File: src/rtl/track_pkg.sv
// Shared types, colour tables and lane geometry for the track renderer and its collision scanner.
package track_pkg;

    localparam int POS_W   = 10;
    localparam int COLOR_W = 12;

    typedef struct packed {
        logic [1:0]       otype;
        logic [POS_W-1:0] pos;
        logic [1:0]       lane;
        logic             active;
    } obstacle_t;

    typedef enum logic [1:0] {IDLE, SCAN, DONE} scan_state_e;

    // Index 0 is the rightmost element of each packed table.
    localparam logic [3:0][COLOR_W-1:0] TYPE_COLORS = {12'hFFF, 12'hFF0, 12'h0F0, 12'hF00};
    localparam logic [3:0][COLOR_W-1:0] LANE_COLORS = {12'h00F, 12'h00C, 12'h008, 12'h004};

    function automatic int lane_height(int screen_h, int lanes);
        return screen_h / lanes;
    endfunction

    function automatic int obstacle_width(int screen_h, int lanes, int margin);
        return screen_h / lanes - 2 * margin;
    endfunction

endpackage

File: src/rtl/track_renderer_if.sv
// Pixel timing, obstacle table and player inputs plus the rendered pixel and collision outputs.
interface track_renderer_if
    import track_pkg::*;
#(
    parameter int NUM_OBSTACLES = 10
);
    logic [10:0]                   hcount;
    logic [9:0]                    vcount;
    logic                          hsync, vsync, blank;
    obstacle_t [NUM_OBSTACLES-1:0] obstacles;
    logic [1:0]                    player_lane;
    logic [POS_W-1:0]              player_x;
    logic [COLOR_W-1:0]            rgb;
    logic                          hsync_out, vsync_out, blank_out;
    logic                          collision, collision_valid;

    modport master (
        output hcount, vcount, hsync, vsync, blank, obstacles, player_lane, player_x,
        input  rgb, hsync_out, vsync_out, blank_out, collision, collision_valid
    );

    modport slave (
        input  hcount, vcount, hsync, vsync, blank, obstacles, player_lane, player_x,
        output rgb, hsync_out, vsync_out, blank_out, collision, collision_valid
    );
endinterface

File: src/rtl/obstacle_collision_scan.sv
// Walks the shadow obstacle table one slot per cycle after each snapshot and reports player overlap.
module obstacle_collision_scan
    import track_pkg::*;
#(
    parameter int NUM_OBSTACLES = 10,
    parameter int NUM_LANES     = 3,
    parameter int OBS_W         = 224
) (
    input  logic                          clk_i,
    input  logic                          rst_i,
    input  logic                          snap_i,
    input  obstacle_t [NUM_OBSTACLES-1:0] slots_i,
    input  logic [1:0]                    p_lane_i,
    input  logic [POS_W-1:0]              p_x_i,
    output logic                          collision_o,
    output logic                          collision_valid_o
);
    localparam int IDX_W = (NUM_OBSTACLES > 1) ? $clog2(NUM_OBSTACLES) : 1;

    scan_state_e      state_q, state_d;
    logic [IDX_W-1:0] idx_q, idx_d;
    logic             acc_q, acc_d, coll_q, coll_d;
    obstacle_t        slot;
    logic [POS_W:0]   p_end, o_end;
    logic             slot_hit;

    assign slot  = slots_i[idx_q];
    assign p_end = {1'b0, p_x_i} + (POS_W+1)'(OBS_W);
    assign o_end = {1'b0, slot.pos} + (POS_W+1)'(OBS_W);
    // Half-open ranges [pos,pos+W) and [p_x,p_x+W) overlap; sums carry one extra bit so nothing wraps.
    assign slot_hit = slot.active && (slot.lane == p_lane_i) && (int'(p_lane_i) < NUM_LANES) &&
                      (int'(slot.pos) < int'(p_end)) && (int'(p_x_i) < int'(o_end));

    always_ff @(posedge clk_i) begin
        if (rst_i) begin
            state_q <= IDLE;
            idx_q   <= '0;
            acc_q   <= 1'b0;
            coll_q  <= 1'b0;
        end else begin
            state_q <= state_d;
            idx_q   <= idx_d;
            acc_q   <= acc_d;
            coll_q  <= coll_d;
        end
    end

    always_comb begin
        state_d = state_q;
        idx_d   = idx_q;
        acc_d   = acc_q;
        coll_d  = coll_q;
        unique case (state_q)
            IDLE: ;
            SCAN: begin
                acc_d = acc_q | slot_hit;
                if (idx_q == IDX_W'(NUM_OBSTACLES - 1)) begin
                    state_d = DONE;
                    coll_d  = acc_q | slot_hit;
                end else begin
                    idx_d = idx_q + 1'b1;
                end
            end
            DONE:    state_d = IDLE;
            default: state_d = IDLE;
        endcase
        // A fresh snapshot always restarts the walk from slot 0.
        if (snap_i) begin
            state_d = SCAN;
            idx_d   = '0;
            acc_d   = 1'b0;
        end
    end

    assign collision_o       = coll_q;
    assign collision_valid_o = (state_q == DONE);

endmodule

File: src/rtl/track_renderer.sv
// Lane/obstacle pixel generator: per-frame shadow table, 3-stage pixel pipeline, delayed syncs.
module track_renderer
    import track_pkg::*;
#(
    parameter int SCREEN_WIDTH    = 1024,
    parameter int SCREEN_HEIGHT   = 768,
    parameter int NUM_LANES       = 3,
    parameter int NUM_OBSTACLES   = 10,
    parameter int OBSTACLE_MARGIN = 16
) (
    input logic              system_clock_in,
    input logic              system_reset_in,
    track_renderer_if.slave  bus
);
    localparam int LANE_HEIGHT = lane_height(SCREEN_HEIGHT, NUM_LANES);
    localparam int OBS_W       = obstacle_width(SCREEN_HEIGHT, NUM_LANES, OBSTACLE_MARGIN);

    logic clk, rst;
    assign clk = system_clock_in;
    assign rst = system_reset_in;

    obstacle_t [NUM_OBSTACLES-1:0] shadow_q;
    logic [1:0]                    p_lane_q;
    logic [POS_W-1:0]              p_x_q;
    logic                          snap;

    assign snap = (bus.hcount == 11'd0) && (int'(bus.vcount) == SCREEN_HEIGHT);

    always_ff @(posedge clk) begin
        if (rst) begin
            shadow_q <= '0;
            p_lane_q <= '0;
            p_x_q    <= '0;
        end else if (snap) begin
            shadow_q <= bus.obstacles;
            p_lane_q <= bus.player_lane;
            p_x_q    <= bus.player_x;
        end
    end

    // S1: lane band via compare chain, margin and blank flags.
    logic [1:0]  lane1_d, lane1_q, lane2_q;
    logic        margin1_d, margin1_q, margin2_q;
    logic        blank1_d, blank1_q, blank2_q;
    logic [10:0] h1_q;
    logic [9:0]  base, off;

    always_comb begin
        lane1_d = '0;
        base    = '0;
        for (int i = 1; i < NUM_LANES; i++) begin
            if (int'(bus.vcount) >= i * LANE_HEIGHT) begin
                lane1_d = 2'(i);
                base    = 10'(i * LANE_HEIGHT);
            end
        end
        off       = bus.vcount - base;
        margin1_d = (int'(off) < OBSTACLE_MARGIN) || (int'(off) >= LANE_HEIGHT - OBSTACLE_MARGIN);
        // Anything outside the active area renders black.
        blank1_d  = bus.blank || (int'(bus.vcount) >= SCREEN_HEIGHT) ||
                    (int'(bus.hcount) >= SCREEN_WIDTH);
    end

    // S2: per-slot hit, then lowest-index winner captured with its type.
    logic [NUM_OBSTACLES-1:0] hit;
    logic                     hit_any_d, hit_any_q;
    logic [1:0]               hit_type_d, hit_type_q;

    for (genvar g = 0; g < NUM_OBSTACLES; g++) begin : g_hit
        logic [POS_W:0] x_end;
        assign x_end  = {1'b0, shadow_q[g].pos} + (POS_W+1)'(OBS_W);
        assign hit[g] = shadow_q[g].active && (shadow_q[g].lane == lane1_q) &&
                        (int'(h1_q) >= int'(shadow_q[g].pos)) && (int'(h1_q) < int'(x_end));
    end

    always_comb begin
        hit_any_d  = 1'b0;
        hit_type_d = '0;
        for (int i = NUM_OBSTACLES - 1; i >= 0; i--) begin
            if (hit[i]) begin
                hit_any_d  = 1'b1;
                hit_type_d = shadow_q[i].otype;
            end
        end
    end

    // S3: colour select.
    logic [COLOR_W-1:0] rgb_d, rgb_q;
    always_comb begin
        rgb_d = '0;
        if (!blank2_q)
            rgb_d = (margin2_q || !hit_any_q) ? LANE_COLORS[lane2_q] : TYPE_COLORS[hit_type_q];
    end

    logic [2:0] hs_q, vs_q, bl_q;

    always_ff @(posedge clk) begin
        if (rst) begin
            lane1_q    <= '0;
            margin1_q  <= 1'b0;
            blank1_q   <= 1'b1;
            h1_q       <= '0;
            lane2_q    <= '0;
            margin2_q  <= 1'b0;
            blank2_q   <= 1'b1;
            hit_any_q  <= 1'b0;
            hit_type_q <= '0;
            rgb_q      <= '0;
            hs_q       <= '0;
            vs_q       <= '0;
            bl_q       <= '1;
        end else begin
            lane1_q    <= lane1_d;
            margin1_q  <= margin1_d;
            blank1_q   <= blank1_d;
            h1_q       <= bus.hcount;
            lane2_q    <= lane1_q;
            margin2_q  <= margin1_q;
            blank2_q   <= blank1_q;
            hit_any_q  <= hit_any_d;
            hit_type_q <= hit_type_d;
            rgb_q      <= rgb_d;
            hs_q       <= {hs_q[1:0], bus.hsync};
            vs_q       <= {vs_q[1:0], bus.vsync};
            bl_q       <= {bl_q[1:0], bus.blank};
        end
    end

    assign bus.rgb       = rgb_q;
    assign bus.hsync_out = hs_q[2];
    assign bus.vsync_out = vs_q[2];
    assign bus.blank_out = bl_q[2];

    obstacle_collision_scan #(
        .NUM_OBSTACLES (NUM_OBSTACLES),
        .NUM_LANES     (NUM_LANES),
        .OBS_W         (OBS_W)
    ) u_scan (
        .clk_i             (clk),
        .rst_i             (rst),
        .snap_i            (snap),
        .slots_i           (shadow_q),
        .p_lane_i          (p_lane_q),
        .p_x_i             (p_x_q),
        .collision_o       (bus.collision),
        .collision_valid_o (bus.collision_valid)
    );

endmodule
File: src/flat_wrapper.sv
// flat-port wrapper written by rule: the top's interface ports become plain ports
module track_renderer_flat import track_pkg::*;
#(
    parameter int SCREEN_WIDTH    = 1024,
    parameter int SCREEN_HEIGHT   = 768,
    parameter int NUM_LANES       = 3,
    parameter int NUM_OBSTACLES   = 10,
    parameter int OBSTACLE_MARGIN = 16
)
  (system_clock_in, system_reset_in, bus_hcount, bus_vcount, bus_hsync, bus_vsync, bus_blank, bus_obstacles, bus_player_lane, bus_player_x, bus_rgb, bus_hsync_out, bus_vsync_out, bus_blank_out, bus_collision, bus_collision_valid);
  track_renderer_if #(.NUM_OBSTACLES(NUM_OBSTACLES)) bus_i ();
  input logic system_clock_in;
  input logic system_reset_in;
  input wire logic [$bits(bus_i.hcount)-1:0] bus_hcount;
  input wire logic [$bits(bus_i.vcount)-1:0] bus_vcount;
  input wire logic [$bits(bus_i.hsync)-1:0] bus_hsync;
  input wire logic [$bits(bus_i.vsync)-1:0] bus_vsync;
  input wire logic [$bits(bus_i.blank)-1:0] bus_blank;
  input wire logic [$bits(bus_i.obstacles)-1:0] bus_obstacles;
  input wire logic [$bits(bus_i.player_lane)-1:0] bus_player_lane;
  input wire logic [$bits(bus_i.player_x)-1:0] bus_player_x;
  output wire logic [$bits(bus_i.rgb)-1:0] bus_rgb;
  output wire logic [$bits(bus_i.hsync_out)-1:0] bus_hsync_out;
  output wire logic [$bits(bus_i.vsync_out)-1:0] bus_vsync_out;
  output wire logic [$bits(bus_i.blank_out)-1:0] bus_blank_out;
  output wire logic [$bits(bus_i.collision)-1:0] bus_collision;
  output wire logic [$bits(bus_i.collision_valid)-1:0] bus_collision_valid;
  assign bus_i.hcount = bus_hcount;
  assign bus_i.vcount = bus_vcount;
  assign bus_i.hsync = bus_hsync;
  assign bus_i.vsync = bus_vsync;
  assign bus_i.blank = bus_blank;
  assign bus_i.obstacles = bus_obstacles;
  assign bus_i.player_lane = bus_player_lane;
  assign bus_i.player_x = bus_player_x;
  assign bus_rgb = bus_i.rgb;
  assign bus_hsync_out = bus_i.hsync_out;
  assign bus_vsync_out = bus_i.vsync_out;
  assign bus_blank_out = bus_i.blank_out;
  assign bus_collision = bus_i.collision;
  assign bus_collision_valid = bus_i.collision_valid;
  track_renderer #(.SCREEN_WIDTH(SCREEN_WIDTH), .SCREEN_HEIGHT(SCREEN_HEIGHT), .NUM_LANES(NUM_LANES), .NUM_OBSTACLES(NUM_OBSTACLES), .OBSTACLE_MARGIN(OBSTACLE_MARGIN)) u_core (.system_clock_in(system_clock_in), .system_reset_in(system_reset_in), .bus(bus_i));
endmodule
File: config.mk
export PLATFORM = sky130hd
export DESIGN_NAME = track_renderer_flat
export DESIGN_NICKNAME = d
export VERILOG_FILES = /design/src/rtl/track_pkg.sv /design/src/rtl/track_renderer_if.sv /design/src/rtl/obstacle_collision_scan.sv /design/src/rtl/track_renderer.sv /design/src/flat_wrapper.sv
export SDC_FILE = /design/constraint.sdc
export NUM_CORES = 1
export LEC_CHECK = 0
export CAP_MARGIN = 40
export CORE_MARGIN = 1
export CORE_UTILIZATION = 40
export CTS_CLUSTER_SIZE = 10
export DETAILED_ROUTE_END_ITERATION = 12
export SLEW_MARGIN = 20
export SYNTH_ARGS = -nofsm -noshare
export SYNTH_HDL_FRONTEND = slang
export SYNTH_SLANG_ARGS = --single-unit
export TNS_END_PERCENT = 5
File: constraint.sdc
create_clock -name system_clock_in -period 5 [get_ports system_clock_in]
set_input_delay 1.25 -clock system_clock_in [delete_from_list [all_inputs] [get_ports system_clock_in]]
set_output_delay 1.25 -clock system_clock_in [all_outputs]
set_load 0.02 [all_outputs]
==> reports/results.tsv <==
metric	value	unit
outcome	completed	
cell row count	66	
r2r setup slk	1.30	ns
Worst Hold Path Cells	1	
FF+latch count, synth	206	
Final Setup Violations	0	
antenna violations before repair	1	
Worst-Margin Slew	0.914	ns
Critical R2R Launch	u_core.u_scan.idx_q[0]$_SDFFE_PP0P_	
Fmax	270	MHz
post-route ant nets	0	
Setup Skew	0.0192	ns
Synthesis Warnings	0	
crit-path max FO	19	
sequential share of the synthesized area	30.6	%
Final Critical Period	3.70	ns
TritonCTS clock tree	done	
Synth cell types	68	
Die Area	34400	um^2
filler cell count	3195	
TritonCTS Sinks	206	
postcts setup bufs	0	
Post-synth EDFFs	0	
Crit. Startpoint	u_core.u_scan.idx_q[0]$_SDFFE_PP0P_	
via count	12400	
IO Port Bufs	204	
number of global-route vias before repair	11800	
cell count after synthesis	1656	
CP startpoint kind	register	
Worst Path Arrival	4.17	ns
Hold WC Path Type	register to register	
R2R depth	12	
RSZ-0062 raised after global routing	false	
Max Root-Sink Buffers	3	
Final nets	2206	
drt pass-1 iters	5	
worst skew pair latency	0.54	ns
WHS Endpoint	u_core.bl_q[1]$_SDFF_PP1_	
HP Start	u_core.bl_q[0]$_SDFF_PP1_	
final hold vios	0	
Detailed Place HPWL	32.5	mm
remaining routing DRC violations	0	
DIE WIDTH	185	um
max_cap viols	0	
largest net degree at the start of global routing	163	
post-cts repair resize count	0	
clock-pin slew of the registers on the worst-case setup and hold paths	0.06	ns
multi-input logic area	8500	um^2
Max transition margin	39.0	%
Die H	185	um
final wirelength	42.6	mm
CP cell instances	buf_4 > mux4_1 > nand2_1 > a21oi_1 > or3_1 > xnor2_1 > ha_1 > a211oi_1 > o21ai_1 > a211oi_2 > nor3_2 > nor3_2	
first-pass GRT wire length	64.6	mm
clk root buf	clkbuf_16	
Initial DRC Count	836	
FF-to-FF End	u_core.u_scan.collision_o$_SDFFE_PP0P_	
I/O pin total	205	
Worst Setup End Kind	register	
final worst setup slack	1.30	ns
RePlAce Congestion	0.908	
Pwr per Cell Area	226	nW/um^2
Buf/Inv on CP	1	
Top FF cell, synth	dfxtp_1	
ys async rst share	0	%
FF+latch area	4130	um^2
period utilization	74.1	%
TNS Setup	0	ns
crit path kind	register to register	
Inserted Clock Buffers	26	
CP dominant cell by count	nor3_2	
layout cells sized above 1	5.07	%
Worst VDD drop	0.207	mV
Pins Over Slew Limit	0	
DR WL/cell	18.7	um
GR Overflow Total	0	
Top delay family on crit path	compound AO/OA/AOI/OAI gates	
Crit path required time	5.46	ns
CTS Hold Bufs	0	
H-tree levels	1	
via density per instance	5.43	
Core ar.	32900	um^2
Pleak	6.06	nW
final core utilization	50.7	%
Area Overhead vs Synth	23.7	%
Synth Net Count	2035	
crit-path max cell delay	0.65	ns
GRT Util Overall	24.5	%
Slowest cell on crit path	mux4_1	
placement-stage worst setup slack	1.22	ns
Starting Density	41.0	%
synthesized area	13500	um^2
post-synthesis average cell area	8.13	um^2
-- worst max path at each step --
stage               depth (start not counted)                                endpoint
floorplan                                  17  u_core.u_scan.collision_o$_SDFFE_PP0P_
global placement                            7        u_core.shadow_q[65]$_SDFFE_PP0P_
detailed placement                         11  u_core.u_scan.collision_o$_SDFFE_PP0P_
CTS                                        11  u_core.u_scan.collision_o$_SDFFE_PP0P_
global route                               12        u_core.u_scan.acc_q$_SDFFE_PP0P_
finish                                     12  u_core.u_scan.collision_o$_SDFFE_PP0P_
-- synth_stat cells, types with 5 or more instances --
master / count / area, um^2
nand2_1: 373 / 1400
a21oi_1: 234 / 1170
dfxtp_1: 206 / 4120
ha_1: 191 / 2390
inv_1: 127 / 477
clkbuf_1: 64 / 240
xnor2_1: 43 / 377
nor2_1: 36 / 135
nor2b_1: 36 / 225
o21ai_0: 36 / 180
nor3_1: 24 / 120
mux4_2: 18 / 405
nand3_1: 17 / 85.1
xor2_1: 17 / 149
a21o_1: 16 / 120
o211ai_1: 13 / 97.6
a2111oi_0: 12 / 105
or3_1: 11 / 68.8
a211oi_1: 10 / 75.1
nand4_1: 10 / 62.6
buf_4: 9 / 67.6
nand2b_1: 9 / 56.3
mux4_1: 8 / 210
a221oi_1: 7 / 61.3
a31oi_1: 7 / 43.8
mux2i_1: 7 / 70.1
nor4_1: 7 / 43.8
a22oi_1: 6 / 45.0
buf_2: 6 / 30.0
o2111ai_1: 6 / 52.6
a211o_1: 5 / 43.8
nor4b_1: 5 / 43.8
o21a_1: 5 / 37.5
o22ai_1: 5 / 31.3
o31ai_1: 5 / 37.5
-- flip-flops by register name, summed over array words and instances (netlist names), 2 cells and up --
register               cells
u_core.vs_q                3
u_core.u_scan.state_q      2
u_core.p_x_q              10
u_core.lane2_q             2
u_core.shadow_q          150
u_core.u_scan.idx_q        4
u_core.lane1_q             2
u_core.bl_q                3
u_core.hs_q                3
u_core.hit_type_q          2
u_core.p_lane_q            2
u_core.bus.rgb             5
u_core.h1_q               11
-- final cells by class --
class                      instances  area share (%)
antenna                            1          0.0150
clock buffer                      31            4.02
clock inverter                     5           0.406
inverter                         127            2.86
multi-input combinational       1240            51.0
sequential                       206            24.8
tap                              442            3.32
timing repair buffer             226            13.6
-- through the flow --
| step | instances | total power [mW] | instance area, um^2 | hold slack, ns |
|---|---|---|---|---|
| after floorplan | 1656 | 1.88 | 13500 | 0.389 |
| after global placement | 2237 | 2.10 | 15900 | 0.393 |
| after detailed placement | 2240 | 2.11 | 15900 | 0.397 |
| after CTS | 2276 | 3.79 | 16600 | 0.410 |
| after global routing | 2278 | 3.90 | 16700 | 0.434 |
| final | 2278 | 3.76 | 16700 | 0.415 |
-- power by group --
group | internal (mW) | switching (mW)
combinational | 0.229 | 0.174
clock | 0.988 | 0.698
sequential | 1.65 | 0.0230
total | 2.87 | 0.895
-- per-layer routing --
layer  wire length [um]  global-route usage (%)  up-vias
li1                   -                       -     6118
met1              19200                    32.8     5819
met2              19800                    40.5      357
met3               2070                    3.01       86
met4               1570                    8.73        0
met5                  0                       0        -
-- cell families after synthesis --
family	after synthesis	share of synthesized area (%)
and+or+nand+nor	559	18.6
AOI/OAI and AO/OA	394	17.5
buffers and inverters	210	6.34
DFF	206	30.6
adders and majority gates	191	17.8
xor gates and xnor gates	60	3.90
muxes	36	5.34
-- cells in the final DEF (no fill, tap or decap), types with 6 or more instances in the layout --
master / instances
a2111oi_0: 12
buf_4: 16
nand2b_1: 9
a22oi_1: 6
nor4_1: 7
or3_1: 11
a21oi_1: 234
nand3_1: 17
xor2_1: 17
a221oi_1: 7
nand4_1: 10
inv_1: 127
dfxtp_1: 205
o2111ai_1: 6
clkbuf_16: 26
o21ai_0: 36
nor2_1: 36
a211oi_1: 10
clkdlybuf4s50_1: 203
a21o_1: 16
xnor2_1: 43
mux2i_1: 7
mux4_1: 8
o211ai_1: 13
mux4_2: 18
nor2b_1: 36
nand2_1: 373
nor3_1: 24
a31oi_1: 7
ha_1: 191
Note: power is estimated with default switching activity, not from simulation.
